### src/rtl/neuron_mac.sv
// neuron_mac: streaming fixed-point neuron that multiplies inputs by stored weights,
// accumulates with saturation and adds a bias. Four stages: align, multiply, accumulate, bias.
module neuron_mac #(
    parameter int numWeight    = 3,
    parameter int dataWidth    = 16,
    parameter int addressWidth = 10,
    parameter int fracBits     = 8
) (
    input  logic                           clk,
    input  logic                           rst,
    input  logic signed [dataWidth-1:0]    myinput,
    input  logic                           myinputValid,
    input  logic signed [dataWidth-1:0]    bias,
    output logic                           wRen,
    output logic        [addressWidth-1:0] wRadd,
    input  logic signed [dataWidth-1:0]    wData,
    output logic signed [dataWidth-1:0]    out,
    output logic                           outValid
);
    localparam int PW = 2 * dataWidth;
    localparam logic signed [dataWidth-1:0] SAT_MAX = {1'b0, {(dataWidth-1){1'b1}}};
    localparam logic signed [dataWidth-1:0] SAT_MIN = {1'b1, {(dataWidth-1){1'b0}}};
    localparam logic [addressWidth-1:0] LAST_ADDR = addressWidth'(numWeight - 1);

    function automatic logic signed [dataWidth-1:0] sat_add(
        input logic signed [dataWidth-1:0] a,
        input logic signed [dataWidth-1:0] b
    );
        logic signed [dataWidth:0] s;
        s = {a[dataWidth-1], a} + {b[dataWidth-1], b};
        if (s[dataWidth] != s[dataWidth-1]) return s[dataWidth] ? SAT_MIN : SAT_MAX;
        return s[dataWidth-1:0];
    endfunction

    logic        [addressWidth-1:0] cnt_q, cnt_d;
    logic signed [dataWidth-1:0]    in1_q;
    logic                           v1_q, f1_q, l1_q;
    logic signed [PW-1:0]           prod_full, prod_sh;
    logic signed [dataWidth-1:0]    prod_d, p2_q;
    logic                           v2_q, f2_q, l2_q;
    logic signed [dataWidth-1:0]    acc_q, acc_d;
    logic                           l3_q;
    logic signed [dataWidth-1:0]    out_q, out_d;
    logic                           ov_q;

    always_comb begin
        cnt_d = cnt_q;
        if (myinputValid) cnt_d = (cnt_q == LAST_ADDR) ? '0 : cnt_q + addressWidth'(1);

        // Full-width product, rescaled; it fits only if the bits above the result are pure sign.
        prod_full = PW'(in1_q) * PW'(wData);
        prod_sh   = prod_full >>> fracBits;
        if (&prod_sh[PW-1:dataWidth-1] || ~|prod_sh[PW-1:dataWidth-1])
            prod_d = prod_sh[dataWidth-1:0];
        else
            prod_d = prod_sh[PW-1] ? SAT_MIN : SAT_MAX;

        acc_d = acc_q;
        if (v2_q) acc_d = f2_q ? p2_q : sat_add(acc_q, p2_q);

        out_d = out_q;
        if (l3_q) out_d = sat_add(acc_q, bias);
    end

    always_ff @(posedge clk) begin
        if (rst) begin
            cnt_q <= '0;
            in1_q <= '0;
            v1_q  <= 1'b0;
            f1_q  <= 1'b0;
            l1_q  <= 1'b0;
            p2_q  <= '0;
            v2_q  <= 1'b0;
            f2_q  <= 1'b0;
            l2_q  <= 1'b0;
            acc_q <= '0;
            l3_q  <= 1'b0;
            out_q <= '0;
            ov_q  <= 1'b0;
        end else begin
            cnt_q <= cnt_d;
            in1_q <= myinput;
            v1_q  <= myinputValid;
            f1_q  <= myinputValid && (cnt_q == '0);
            l1_q  <= myinputValid && (cnt_q == LAST_ADDR);
            p2_q  <= prod_d;
            v2_q  <= v1_q;
            f2_q  <= f1_q;
            l2_q  <= l1_q;
            acc_q <= acc_d;
            l3_q  <= v2_q && l2_q;
            out_q <= out_d;
            ov_q  <= l3_q;
        end
    end

    assign wRen     = myinputValid && !rst;
    assign wRadd    = cnt_q;
    assign out      = out_q;
    assign outValid = ov_q;
endmodule

### config.mk
export PLATFORM = sky130hd
export DESIGN_NAME = neuron_mac
export DESIGN_NICKNAME = d
export VERILOG_FILES = /design/src/rtl/neuron_mac.sv
export SDC_FILE = /design/constraint.sdc
export NUM_CORES = 1
export LEC_CHECK = 0
export CORE_AREA = 2 2 179 181
export DETAILED_ROUTE_END_ITERATION = 8
export DIE_AREA = 0 0 181 183
export GPL_ROUTABILITY_DRIVEN = 0
export PLACE_DENSITY_LB_ADDON = 0.08
export SLEW_MARGIN = 25
export SYNTH_ARGS = -nofsm -noshare
export SYNTH_HDL_FRONTEND = slang
export SYNTH_SLANG_ARGS = --single-unit
export TNS_END_PERCENT = 20
### constraint.sdc
create_clock -name clk -period 7.65 [get_ports clk]
set_input_delay 1.53 -clock clk [delete_from_list [all_inputs] [get_ports clk]]
set_output_delay 1.53 -clock clk [all_outputs]
set_load 0.02 [all_outputs]
Word-level counts from Yosys, hierarchy flattened. Index checks and enable logic that the tools add are counted.

Add/sub/neg operators: 3. Multiply operators: 1. Eq/ne operators: 3. Muxes and demuxes: 14. Reduce and logical (&&, ||, !) cells: 10.

Operators by type and width (count): 2-to-1 mux 16 bit (9); adder 16 x 16 -> 17 bit (2); multiplier 16 x 16 -> 32 bit (1); adder 10 x 1 -> 10 bit (second input constant) (1); == test 10 x 2 -> 1 bit (second input constant) (1); logical NOT 10 bit (1); 2-to-1 mux 10 bit (1); AND reduction 9 bit (1); OR reduction 9 bit (1); logical AND 1 bit (4); 2-to-1 mux 1 bit (4); logical NOT 1 bit (2); != test 1 bit (2); logical OR 1 bit (1).

Bits in registers: 82. Input port bits: 51. Output and inout port bits: 28. Word-level logic and storage cells: 44.

Logic depth before layout (Yosys ltp). Gate-level depths: netlist of run 1.

Word-level depth: 6. Mapped depth: 25. Depth with buffers taken out: 23.

Least setup slack after synthesis of run 1. Ideal clock, no wire load.

Kind: input to register. Start: input wData[1]. End: register p2_q[4]. Setup time: 0.132 ns. Data arrival time: 7.581 ns. Path slack: -0.063 ns. Stages on the path: 23. Buffers on the path: 2. Cells stage by stage: clkbuf_1 > nand2_1 > inv_1 > fa_1 > inv_1 > fa_1 > inv_1 > fa_1 > fa_1 > fa_1 > inv_1 > fa_1 > inv_1 > ha_1 > a2111oi_0 > nor3b_1 > a21o_4 > o31ai_2 > xor2_1 > nand2_1 > o31ai_4 > buf_6 > a21oi_1.

Word-level cells in the longest chain between the ends: 5.

Ends and longest elaborated chain: start, declared (RTL line 16) `input logic signed [dataWidth-1:0] wData,`; multiplier 16 x 16 -> 32 bit (*) (RTL line 51) `prod_full = PW'(in1_q) * PW'(wData);`; OR reduction 9 bit (RTL line 53) `if (&prod_sh[PW-1:dataWidth-1] || ~|prod_sh[PW-1:dataWidth-1])`; logical NOT 1 bit (RTL line 53); logical OR 1 bit (RTL line 53); 2-to-1 mux 16 bit (*) (RTL line 53); end signal, assigned (RTL line 86) `p2_q <= prod_d;`; end, declared (RTL line 39) `logic signed [dataWidth-1:0] prod_d, p2_q;`.

Mark *: on every way between the ends. The rest lies on a longest branch, timed or not. A chain may end at the register's enable or synchronous reset.

Worst setup path after layout of run 1.
Start: input wData[3]. End: register p2_q[4].

The elaborated chain is that of the path after synthesis.

==> run_results.csv, run 1 <==
group,metric,value,unit
synth,async_flop_share,0,%
sta,min_period,7.48,ns
detailed_routing,drt_pre_antenna_iters,5,
power_and_ir_drop,power_frac_comb,87.5,%
power_and_ir_drop,ir_worst_vdd,0.870,mV
power_and_ir_drop,power_per_cell_area,479,nW/um^2
synth,synth-simple-area-share,16.5,%
setup_path,critPathMaxStageDelay,0.59,ns
detailed_routing,antenna_left,0,
status,status,"finished, final reports clean",
clock_network,cts_tree,"done",
synth,synthTopCellsByCount,"inv_1, fa_1, nand2_1",
placed_design,numPortBuffers,78,
clock_network,holdBufCountCts,0,
synth,synthAdderAreaFrac,48.5,%
synth,synth_top_family_by_area,"adder cells",
synth,yosys_most_used_dff,"dfxtp_1",
floorplan,fp-row-count,65,
sta,relSlewSlack,42.5,%
floorplan,dieArea,33100,um^2
synth,synthDistinctLibCells,67,
grt,grt_use_total,22.1,%
synth,synth.area.mux_share,0.0811,%
power_and_ir_drop,p_leak,8.26,nW
floorplan,initial_utilization,44.5,%
final_layout,seq_area,1640,um^2
worst_hold_path,hold_class,"reg -> reg",
sta,finalCritPeriodShare,97.8,%
detailed_routing,via_per_inst,5.01,
final_layout,antenna_cells,0,
clock_network,clkLatencyLatePin,0.39,ns
synth,netlist_instances,1529,
final_layout,multi_input_area,11300,um^2
synth,synth-xor-area-share,3.72,%
synth,synth_fp_nets,1957,
clock_network,clkSinkCount,82,
sta,fmax,134,MHz
grt,antenna_found_initial,0,
setup_path,crit_arrival,7.78,ns
synth,yosys-top-cells-area,"fa_1, dfxtp_1, ha_1",
synth,ys_ff_latch,82,
setup_path,end_kind,"register",
detailed_routing,vias,10600,
synth,netlist_area,13900,um^2
final_layout,finalNetCount,2145,
clock_network,ctsLongestPathBuffers,2,
placed_design,dp_cells,2083,
sta,drv_slew,0,
placed_design,dpl_worst_slack,-0.607,ns
setup_path,cpMostUsedCell,"fa_1",
power_and_ir_drop,clockPowerShare,5.9,%
power_and_ir_drop,switching_power,3.82,mW
synth,synth_area_per_cell,9.08,um^2
power_and_ir_drop,p_seq_share,6.6,%
clock_network,htreeDepth,3,
final_layout,instances_no_fill,2124,
clock_network,clkTransAtPathRegs,0.09,ns
synth,synth_compound_area_share,9.73,%
power_and_ir_drop,p_sw_share,47.3,%
sta,worst_slack,0.168,ns
floorplan,coreArea,31200,um^2
setup_path,crit_required,7.95,ns
synth,yosys.area.top_type,"fa_1",
grt,first_global_vias,11600,
power_and_ir_drop,intPower,4.26,mW
synth,netlist.area_leader.share,37.9,%
sta,setup_viol,0,
setup_path,worstPathMaxFanout,7,
clock_network,cts_made_buffers,9,
final_layout,fillers,2971,
grt,grt_pass1_wl,58000,um
final_layout,layout-drive-gt1-share,16.1,%
placed_design,dp_hpwl,27500,um
final_layout,area_growth,21.5,%
grt,grt_max_degree,47,
detailed_routing,route.detailed.drc,0,
sta,hold_violations,0,
detailed_routing,wl_per_cell,15.9,um
power_and_ir_drop,finalPower,8.08,mW
setup_path,worstSetupStartpointType,"input pin",
setup_path,slowest_stage,"fa_2",
floorplan,top_level_ports,79,
synth,synth_edf_count,0,
synth,synth_most_common_cell,"inv_1",
setup_path,critical_path_class,"in -> reg",
synth,ys_warn_count,0,
grt,grt-ovfl-total,0,
run,drv_cap,0,
clock_network,cts-root-buf,"clkbuf_16",
floorplan,die_y,183,um
detailed_routing,drt_iter0_drc,472,
synth,seq_area_frac_synth,11.8,%
detailed_routing,wirelength,33700,um
floorplan,die_w,181,um
sta,finClkSkew,0.0269,ns
sta,tightest_slew,0.856,ns
sta,fin_hold_ws,0.443,ns
==> cell usage in the layout (no fill, tap or decap), drive strengths merged, types with 5 or more instances in the layout <==
cell,synthesis,routed
a21oi,46,46
a21o,17,17
o22ai,9,9
nand4,8,8
nand3,14,14
o21ai,24,24
dfxtp,82,82
o21a,18,18
clkbuf,42,21
and2,119,119
fa,263,263
a211oi,16,16
nor2,86,86
or3,6,6
o31ai,7,7
nand2b,16,16
and3,8,8
nor2b,27,27
nand2,155,155
xnor2,35,35
clkdlybuf4s50,0,62
nor3,16,16
buf,6,148
inv,308,311
a22oi,5,5
ha,114,114
xor2,24,24
==> cell families (layout without fill, tap and decap cells) <==
| logic type | Yosys count | count (layout) |
|---|---|---|
| and+or+nand+nor | 465 | 465 |
| xor gates and xnor gates | 59 | 59 |
| buffers and inverters | 356 | 549 |
| AOI/OAI and AO/OA | 185 | 185 |
| adders and majority gates | 381 | 381 |
| muxes | 1 | 1 |
| DFF | 82 | 82 |
==> timing repair <==
item,CTS,global route
resized for setup,41,111
pin swaps,17,64
endpoints found under the setup margin,15,15
setup buffers,12,11
gates cloned,2,1
==> metrics by stage <==
| step | area, um^2 | utilization (%) | TNS (ns) |
|---|---|---|---|
| 2_1_floorplan | 13900 | - | 0 |
| 3_3_place_gp | 15900 | 51.0 | -7.72 |
| 3_5_place_dp | 15900 | 51.0 | -9.03 |
| 4_1_cts | 16500 | 52.8 | 0 |
| 5_1_grt | 16900 | 54.0 | -0.493 |
| 6_report | 16900 | 54.0 | 0 |
==> critical path, delay by kind of cell <==
kind                       cells  cell delay (ns)
xor gates and xnor gates       1             0.23
adders and majority gates      7             3.37
and+or+nand+nor                4             0.64
buffers and inverters          7             0.84
AOI/OAI and AO/OA              6             1.15
==> cell type report <==
cell class / count / share of cell area, %
clock inverters: 7 / 0.497
clock buffers: 9 / 1.33
multi-input cells: 1091 / 67.0
well taps: 402 / 2.98
repair buffers: 225 / 11.6
flip-flops and latches: 82 / 9.73
inverters: 308 / 6.87
==> state kept, by name, summed over array words and instances, names as in the netlist, 10 cells and up <==
register / cells
out: 16
wRadd: 10
p2_q: 16
acc_q: 16
in1_q: 16
==> power groups by stage <==
stage,clock network (mW),registers (mW),logic (mW)
floorplan,0,0.513,3.60
global placement,0,0.541,5.36
detailed placement,0,0.540,5.40
CTS,0.494,0.531,5.98
global route,0.506,0.535,7.85
finish,0.480,0.531,7.07
==> routing by layer <==
| layer | GRT usage, % | share of wire [%] |
|---|---|---|
| met4 | 5.56 | 2.0 |
| met1 | 28.7 | 45 |
| met3 | 1.75 | 2.3 |
| met2 | 40.0 | 51 |
| met5 | 0 | 0 |
==> final timing paths <==
path | from | endpoint | slack, ns | cells after the start
setup / recovery | wData[3] | p2_q[4]$_SDFF_PP0_ | 0.17 | 25
hold / removal | v1_q$_SDFF_PP0_ | v2_q$_SDFF_PP0_ | 0.44 | 1
setup reg to reg | in1_q[9]$_SDFF_PP0_ | p2_q[4]$_SDFF_PP0_ | 0.68 | 24
hold reg to reg | v1_q$_SDFF_PP0_ | v2_q$_SDFF_PP0_ | 0.44 | 1
No activity file was read; power rests on OpenSTA's default activity.
==> run 2: changes to the inputs <==
--- a/config.mk
+++ b/config.mk
@@ -5,9 +5,10 @@
 export SDC_FILE = /design/constraint.sdc
 export NUM_CORES = 1
 export LEC_CHECK = 0
-export CORE_AREA = 2 2 179 181
+export ABC_CLOCK_PERIOD_IN_PS = 7650
+export CORE_AREA = 2 2 160 162
 export DETAILED_ROUTE_END_ITERATION = 8
-export DIE_AREA = 0 0 181 183
+export DIE_AREA = 0 0 162 164
 export GPL_ROUTABILITY_DRIVEN = 0
 export PLACE_DENSITY_LB_ADDON = 0.08
 export SLEW_MARGIN = 25
==> run 2 against run 1 <==
  * Total power shrank 8.0%
  * First-iteration DRC count grew 28%
  * Wire length shrank 1.8%
  * Worst hold slack lost 0.012 ns
  * Via count grew 2.1%
  * Clock-buffer cell count is the same
  * Die area shrank 20%
  * Final area shrank 1.5%
  * Sequential share of layout area grew 0.15 points
  * Sequential cell count is the same
  * Combinational power shrank 10%
  * Critical endpoint is now p2_q[9]$_SDFF_PP0_
  * Largest power group unchanged
==> run_results.csv, run 2 (synthesized netlist as in run 1, its figures left out) <==
group,metric,value,unit
floorplan,top_level_ports,79,
sta,fmax,133,MHz
sta,tns,0,ns
clock_network,cts_tree,"done",
sta,fin_hold_ws,0.430,ns
floorplan,coreArea,24800,um^2
sta,rsz0062_at_grt,"yes",
final_layout,instances_no_fill,2046,
floorplan,initial_utilization,56.0,%
detailed_routing,vias,10900,
grt,first_global_vias,11500,
clock_network,holdBufCountCts,0,
placed_design,dpl-instance-area,15800,um^2
setup_path,worstPathMaxFanout,8,
detailed_routing,route.detailed.drc,0,
sta,tightest_slew,0.862,ns
run,drv_cap,0,
power_and_ir_drop,p_leak,8.23,nW
final_layout,layout-drive-gt1-share,14.9,%
placed_design,numPortBuffers,78,
grt,busiest_layer,"met2",
setup_path,crit_required,7.88,ns
final_layout,design_area,16600,um^2
placed_design,dpl_worst_slack,-0.690,ns
sta,setup_viol,0,
detailed_routing,via_per_inst,5.31,
floorplan,fp-row-count,58,
clock_network,cts-root-buf,"clkbuf_16",
setup_path,worstSetupStartpointType,"input pin",
setup_path,crit_arrival,7.73,ns
detailed_routing,antenna_left,0,
sta,min_period,7.49,ns
clock_network,ctsLongestPathBuffers,2,
final_layout,multi_input_area,11200,um^2
detailed_routing,wl_per_cell,16.2,um
final_layout,area_growth,19.7,%
sta,finalCritPeriodShare,98.0,%
grt,use_met2,47.9,%
clock_network,clkTransAtPathRegs,0.09,ns
clock_network,clkLatencyLatePin,0.36,ns
grt,use_met1,33.4,%
sta,relSlewSlack,42.5,%
power_and_ir_drop,finalPower,7.43,mW
grt,antenna_found_initial,0,
sta,hold_violations,0,
final_layout,seq_area,1640,um^2
final_layout,fillers,2107,
clock_network,cts_made_buffers,9,
final_layout,final_cell_mix,"inv_1, fa_1, nand2_1, buf_4, and2_1",
floorplan,die_w,162,um
detailed_routing,drt_pre_antenna_iters,5,
placed_design,dp_hpwl,26800,um
final_layout,layout_commonest_cell,"inv_1",
status,status,"finished, final reports clean",
final_layout,postLayoutCoreUtil,67.0,%
floorplan,dieArea,26600,um^2
final_layout,antenna_cells,0,
detailed_routing,drt_iter0_drc,602,
setup_path,end_kind,"register",
power_and_ir_drop,power_per_cell_area,447,nW/um^2
clock_network,clkSinkCount,82,
placed_design,dp_cells,2005,
clock_network,htreeDepth,3,
grt,grt_max_degree,47,
power_and_ir_drop,ir_worst_vdd,0.523,mV
detailed_routing,wirelength,33100,um
setup_path,critical_path_class,"in -> reg",
worst_hold_path,hold_class,"reg -> reg",
grt,grt_use_total,26.7,%
sta,worst_slack,0.157,ns
final_layout,finalNetCount,2139,
sta,finClkSkew,0.0227,ns
grt,grt_pass1_wl,55700,um
sta,drv_slew,0,
grt,groute.layer.met3.usage,2.78,%
grt,grt-ovfl-total,0,
floorplan,die_y,164,um
## run 2: final cells by class
cell class | count | area share (%)
inverter | 308 | 6.96
clock buffer | 9 | 1.35
tap | 330 | 2.48
sequential | 82 | 9.88
clock inverter | 7 | 0.745
multi-input combinational | 1091 | 67.1
timing repair buffer | 219 | 11.4
## run 2: worst max-delay path, stage by stage
cell,delay [ns]
clkdlybuf4s15_1,0.18
buf_6,0.15
nand2_1,0.11
inv_2,0.06
fa_2,0.62
buf_4,0.14
inv_1,0.05
fa_1,0.55
inv_1,0.07
buf_4,0.16
fa_1,0.46
fa_1,0.57
fa_1,0.43
fa_1,0.44
ha_1,0.23
buf_4,0.16
o21a_1,0.18
nor2_2,0.14
nor3b_2,0.08
a21o_4,0.23
a41o_1,0.27
nor2_2,0.14
xnor2_2,0.13
a32oi_4,0.35
clkbuf_16,0.22
a21oi_2,0.03
## run 2: layer usage
layer,part of all wire [%],routed length (um),vias to the layer above
met4,3.5,1170,0
li1,-,-,5109
met3,3.2,1060,60
met1,42,13900,5473
met5,0,0,-
met2,51,17000,214
## run 2: final timing paths
check	depth (start not counted)	start	to	slack, ns
max	26	wData[2]	p2_q[9]$_SDFF_PP0_	0.16
max reg2reg	23	in1_q[15]$_SDFF_PP0_	p2_q[9]$_SDFF_PP0_	0.79
min reg2reg	1	f1_q$_SDFF_PP0_	f2_q$_SDFF_PP0_	0.43
min	1	f1_q$_SDFF_PP0_	f2_q$_SDFF_PP0_	0.43
## run 2: timing repair
item                       4_1_cts  5_1_grt
setup endpoints to repair       15       15
gates cloned                     3        1
pin swaps                       29       55
setup buffers                   11       12
gates resized for setup         52       76
hold endpoints to repair         0        0
## run 2: where the power goes
| group | total [mW] | leakage [nW] | switching, mW | internal (mW) |
|---|---|---|---|---|
| registers | 0.536 | 0.670 | 0.0506 | 0.485 |
| clock network | 0.535 | 0.172 | 0.212 | 0.324 |
| logic | 6.36 | 7.39 | 3.23 | 3.13 |
| total | 7.43 | 8.23 | 3.50 | 3.94 |
==> patch 1: new RTL, config.mk and constraints of run 2 <==
Put one more register stage on the output `wRadd`, without a reset. The value now appears one clock later. The other outputs are not delayed to match.
--- a/src/rtl/neuron_mac.sv
+++ b/src/rtl/neuron_mac.sv
@@ -95,7 +95,9 @@
     end
 
     assign wRen     = myinputValid && !rst;
-    assign wRadd    = cnt_q;
+    always_ff @(posedge clk) begin
+        wRadd <= cnt_q;
+    end
     assign out      = out_q;
     assign outValid = ov_q;
 endmodule
Behaviour: not the same (Yosys sat finds a counterexample within 4 cycles, from zero or initial values and one cycle with rst high).
==> patch 1 against run 2 <==
The run now ends with negative setup slack left. Power is 5.6% higher. Sequential cell count is 10 higher. Area after synthesis is 4.1% higher. Combinational power is 5.5% higher. Routed wire length is 7.9% higher. Sequential share of layout area is 0.61 points higher. Die area stayed put. Sequential power is 15% higher. Final cell count is 3.7% higher. Fmax is 3.0% lower. Design area is 5.8% higher. Non-clock buffer count is 28 higher. Setup slack worse by 0.23 ns.
==> patch 1: results (changes against run 2) <==
run status finished with violations; failing checks negative setup slack; required time worst endpoint 7.83 ns (-0.05 ns); routed vias/inst 5.453 (+2.8%); Syn Inst Count 1,589 (+3.9%); fin nets 2,214 (+3.5%); Place WS -0.7741 ns (-0.08409 ns); Crit-path slowest cell fa_2; wire length per cell 16.85 µm (+4.1%); Cells after DPL 2,058 (+2.6%); # Post-CTS Setup Buffers 34 (+23); largest stage delay on the critical path 0.54 ns (-0.08 ns); Clock Skews 0.02481 ns (+0.002125 ns); # diodes 0 (unchanged); post-CTS resize count 124 (+140%); hold depth 0 (-1); Synth Area in XOR/XNOR 0.03696 (-0.0002404); Reg2Reg Depth 24 (+4.3%); largest net degree at the start of global routing 70 (+49%); share of cells above drive strength 1 0.1720 (+0.02279); Int Pwr 4.214 mW (+7.0%); GRT Total Usage 0.2852 (+0.01834); post-synthesis cell type count 64 (-4.5%); H-tree depth 3 (unchanged); final setup margin -0.07435 ns (-0.2311 ns); Crit Path Max Fanout 8 (unchanged); fraction of registers with async set/reset 0 (unchanged); Longest Clk Path Bufs 2 (unchanged); Final Setup Violations 15 (+15); detailed router's first-iteration violation count 594 (-1.3%); top_reg_cell synth dfxtp_1; first-pass GRT wire length 60.08 mm (+7.8%); dpl hpwl 27.41 mm (+2.3%); largest cells by area after synthesis fa_1, dfxtp_1, ha_1; vias 11,565 (+6.5%); Clock Tree Root clkbuf_16; Ys Warns 0 (unchanged); syn_nets 2,017 (+3.1%); post-synthesis compound-gate area fraction 0.1019 (+0.004599); TritonCTS buffer count 9 (unchanged); HP Class reg2reg; Synth top cells by count inv_1, fa_1, nand2_1; register area share after synthesis 0.1274 (+0.009236); Post-Synth Adder-Cell Area 0.4740 (-0.01061); static leakage 8.369 nW (+1.7%); post-synthesis mux area share 0.002164 (+0.001353); worst vdd ir 0.6404 mV (+23%); Buffers on Ports 78 (unchanged); setup TNS -0.8784 ns (-0.8784 ns); Slew headroom 0.3940 (-0.03058); delay-heaviest family, CP adder cells; DR pass1 iterations 5 (unchanged); Clock transition at path regs 0.07 ns (-0.02 ns); initial antenna violation count 0 (unchanged)
[patch 1: per-stage QoR]
stage                     area, µm²  power, mW
after detailed placement      16380      6.191
after floorplan               14520      4.504
after CTS                     17310      7.544
final                         17580      7.848
after global placement        16380      6.065
after global routing          17580      8.652
[patch 1: routing by layer]
metal  up-vias  global-route usage  part of all wire
li1       5397                   -                 -
met3        63             0.04520             0.051
met1      5807              0.3575              0.41
met2       298              0.5106              0.51
met4         0             0.08488             0.029
met5         -                   0                 0
[patch 1: final cells by class]
class	count	area [µm²]
multi-input combinational	1122	11560
fill	1945	7241
timing repair buffer	247	2255
sequential	92	1843
inverter	314	1187
tap	330	412.9
clock buffer	10	229.0
clock inverter	6	93.84
[patch 1: power by group through the flow]
stage               sequential [mW]  combinational, mW  clock [mW]
finish                        0.614               6.71       0.526
global route                  0.620               7.48       0.551
CTS                           0.613               6.39       0.539
detailed placement            0.624               5.57           0
global placement              0.623               5.44           0
floorplan                     0.592               3.91           0
[patch 1: kinds of logic after synthesis]
| kind of cell | Yosys count |
|---|---|
| flip-flops | 92 |
| multiplexers | 3 |
| AO/OA/AOI/OAI | 207 |
| XOR/XNOR | 61 |
| AND/OR/NAND/NOR | 458 |
| buffers and inverters | 375 |
| adder cells (fa/ha/maj) | 393 |
[patch 1: worst paths after layout]
path	slack, ns	end	startpoint
max	-0.07	p2_q[9]$_SDFF_PP0_	wData[10]
min	0.39	wRadd[9]$_DFF_P_	cnt_q[9]$_SDFFE_PP0P_
max reg2reg	0.37	p2_q[9]$_SDFF_PP0_	in1_q[15]$_SDFF_PP0_
min reg2reg	0.39	wRadd[9]$_DFF_P_	cnt_q[9]$_SDFFE_PP0P_
==> patch 2: new RTL, settings of run 2 <==
Without the edit above. Change the parameter `addressWidth` from 10 to 11.
--- a/src/rtl/neuron_mac.sv
+++ b/src/rtl/neuron_mac.sv
@@ -3,7 +3,7 @@
 module neuron_mac #(
     parameter int numWeight    = 3,
     parameter int dataWidth    = 16,
-    parameter int addressWidth = 10,
+    parameter int addressWidth = 11,
     parameter int fracBits     = 8
 ) (
     input  logic                           clk,
Interface: changed (resized wRadd); port bits go from 79 to 80. No check against the original RTL was run, so the function may have changed too.
==> patch 2 against run 2 <==
Fmax grew 0.13%. Sequential cell count is 1 higher. Setup slack improved by 0.010 ns. Die area unchanged. Design area fell by 1.4%. Power is 3.7% lower. Routed wire length decreased by 3.0%. Area after synthesis is 0.36% higher. Global-route usage fell by 1.2 points. Highest routed layer unchanged.
==> patch 2: results (changes against run 2) <==
Storage cell area 1662 µm² (+1.2%); Clock Tree Root clkbuf_16; register area share after synthesis 0.1192 (+0.001012); worst-skew pair later-pin latency 0.36 ns (about the same); non-clock buffer count 198 (-9.6%); CP startpoint wData[1]; Reg2Reg Depth 25 (+8.7%); Non-CTS inverters 306 (-0.65%); post-synthesis compound-gate area fraction 0.09523 (-0.002054); P_clk 0.444 mW (-17%); post-synthesis mux area share 0.001436 (+0.0006253); run status finished, final reports clean; Clock Skews 0.01456 ns (-0.008128 ns); comb_multi_in 1,102 (+1.0%); RR Endpoint p2_q[12]$_SDFF_PP0_; worst reg2reg setup slack 0.69 ns (-0.10 ns); Slew @ Worst Pin 0.8384 ns (-0.02352 ns); Buffers on Ports 79 (+1.3%); fill cell count 2,110 (+0.14%); Int Pwr 3.745 mW (-4.9%); dpl hpwl 26.44 mm (-1.3%); HP Class reg2reg; total chip power 7.162 mW (-3.7%); fraction of registers with async set/reset 0 (unchanged); largest net degree at the start of global routing 50 (+6.4%); Critical Path AT 7.73 ns (about the same); Rows 58 (unchanged); NonClk Buf Share 0.1060 (-0.008503); Crit Path Max Fanout 8 (unchanged); fin nets 2,128 (-0.51%); comb pwr 6.17 mW (-3%); syn_nets 1,970 (+0.66%); GRT Total Usage 0.2546 (-0.01225); worst vdd ir 0.8783 mV (+68%); CTS sink count 83 (+1.2%); Synth Area in XOR/XNOR 0.04075 (+0.003546); first-pass GRT wire length 53.66 mm (-3.7%); vias in the first global route 11,044 (-4.2%); FF-to-FF Start in1_q[7]$_SDFF_PP0_; Synth top cells by count inv_1, fa_1, nand2_1; Routed Antenna Nets 0 (unchanged); largest cells by area after synthesis fa_1, dfxtp_1, ha_1; fin crit period 7.483 ns (-0.01002 ns); Place WS -0.6532 ns (+0.03684 ns); Cell Area, Placed 15,800 µm² (about the same); detailed router's first-iteration violation count 567 (-5.8%); clk cell area share 0.01764 (-0.003362); WS Path Type in2reg; static leakage 7.994 nW (-2.9%); WL final 32.13 mm (-3.0%); top_reg_cell synth dfxtp_1; Multi-input gate area 11,130 µm² (-0.22%); Post-Synth Adder-Cell Area 0.4821 (-0.002458); share of cells above drive strength 1 0.1238 (-0.02543); vias 10,699 (-1.4%)
patch 2: cell count changes in the layout (fill, tap and decap cells not counted), moves of 10 or more:
cell / run 2 / this run
nand2_1: 147 / 176
buf_4: 124 / 106
inv_2: 17 / 6
o21a_1: 18 / 8
nor2_1: 81 / 61
patch 2: worst max-delay path, stage by stage:
cell	delay (ns)
dlymetal6s2s_1	0.13
buf_6	0.15
nand2_4	0.08
inv_4	0.04
buf_4	0.13
fa_2	0.56
fa_1	0.45
fa_1	0.57
fa_1	0.44
fa_1	0.53
inv_2	0.04
fa_1	0.51
inv_2	0.05
ha_4	0.27
nand3_2	0.08
nor3_2	0.17
or3b_4	0.42
a31oi_4	0.27
o2111ai_4	0.19
a21oi_4	0.25
mux2i_2	0.28
nor3_2	0.06
a31oi_2	0.16
buf_4	0.17
clkbuf_16	0.16
a21oi_2	0.03
patch 2: per-stage QoR:
step / hold slack (ns) / util / cells / TNS, ns
after floorplan: 0.4045 / - / 1542 / 0
after global routing: 0.4515 / 0.6602 / 2035 / -0.04405
after detailed placement: 0.4148 / 0.6365 / 2010 / -9.818
after global placement: 0.4136 / 0.6364 / 2010 / -8.254
final: 0.4310 / 0.6602 / 2035 / 0
after CTS: 0.4306 / 0.6513 / 2027 / -1.040
patch 2: timing repair:
item,4_1_cts,5_1_grt
pin swaps,2,30
setup buffers,1,5
endpoints found under the setup margin,15,16
gates resized for setup,19,64
cloned,0,3
patch 2: layer usage:
metal | share of wire | wire [µm] | global-route usage | up-vias
met1 | 0.45 | 14360 | 0.3449 | 5367
met2 | 0.49 | 15860 | 0.4306 | 174
li1 | - | - | - | 5105
met4 | 0.028 | 895 | 0.07723 | 0
met3 | 0.032 | 1021 | 0.03283 | 53
met5 | 0 | 0 | 0 | -
patch 2: cell families (layout without fill, tap and decap cells):
logic type | Yosys count | in the layout
and+or+nand+nor | 463 | 463
buffers and inverters | 357 | 520
adders and majority gates | 380 | 380
muxes | 2 | 2
xor gates and xnor gates | 64 | 64
AOI/OAI and AO/OA | 193 | 193
DFF | 83 | 83
patch 2: worst min-delay path by stage:
stage                     from              end  depth (start not counted)
5_1_grt        l1_q$_SDFF_PP0_  l2_q$_SDFF_PP0_                          1
2_1_floorplan  l2_q$_SDFF_PP0_  l3_q$_SDFF_PP0_                          2
3_5_place_dp   l2_q$_SDFF_PP0_  l3_q$_SDFF_PP0_                          2
3_3_place_gp   l2_q$_SDFF_PP0_  l3_q$_SDFF_PP0_                          2
6_report       l1_q$_SDFF_PP0_  l2_q$_SDFF_PP0_                          1
4_1_cts        l1_q$_SDFF_PP0_  l2_q$_SDFF_PP0_                          1
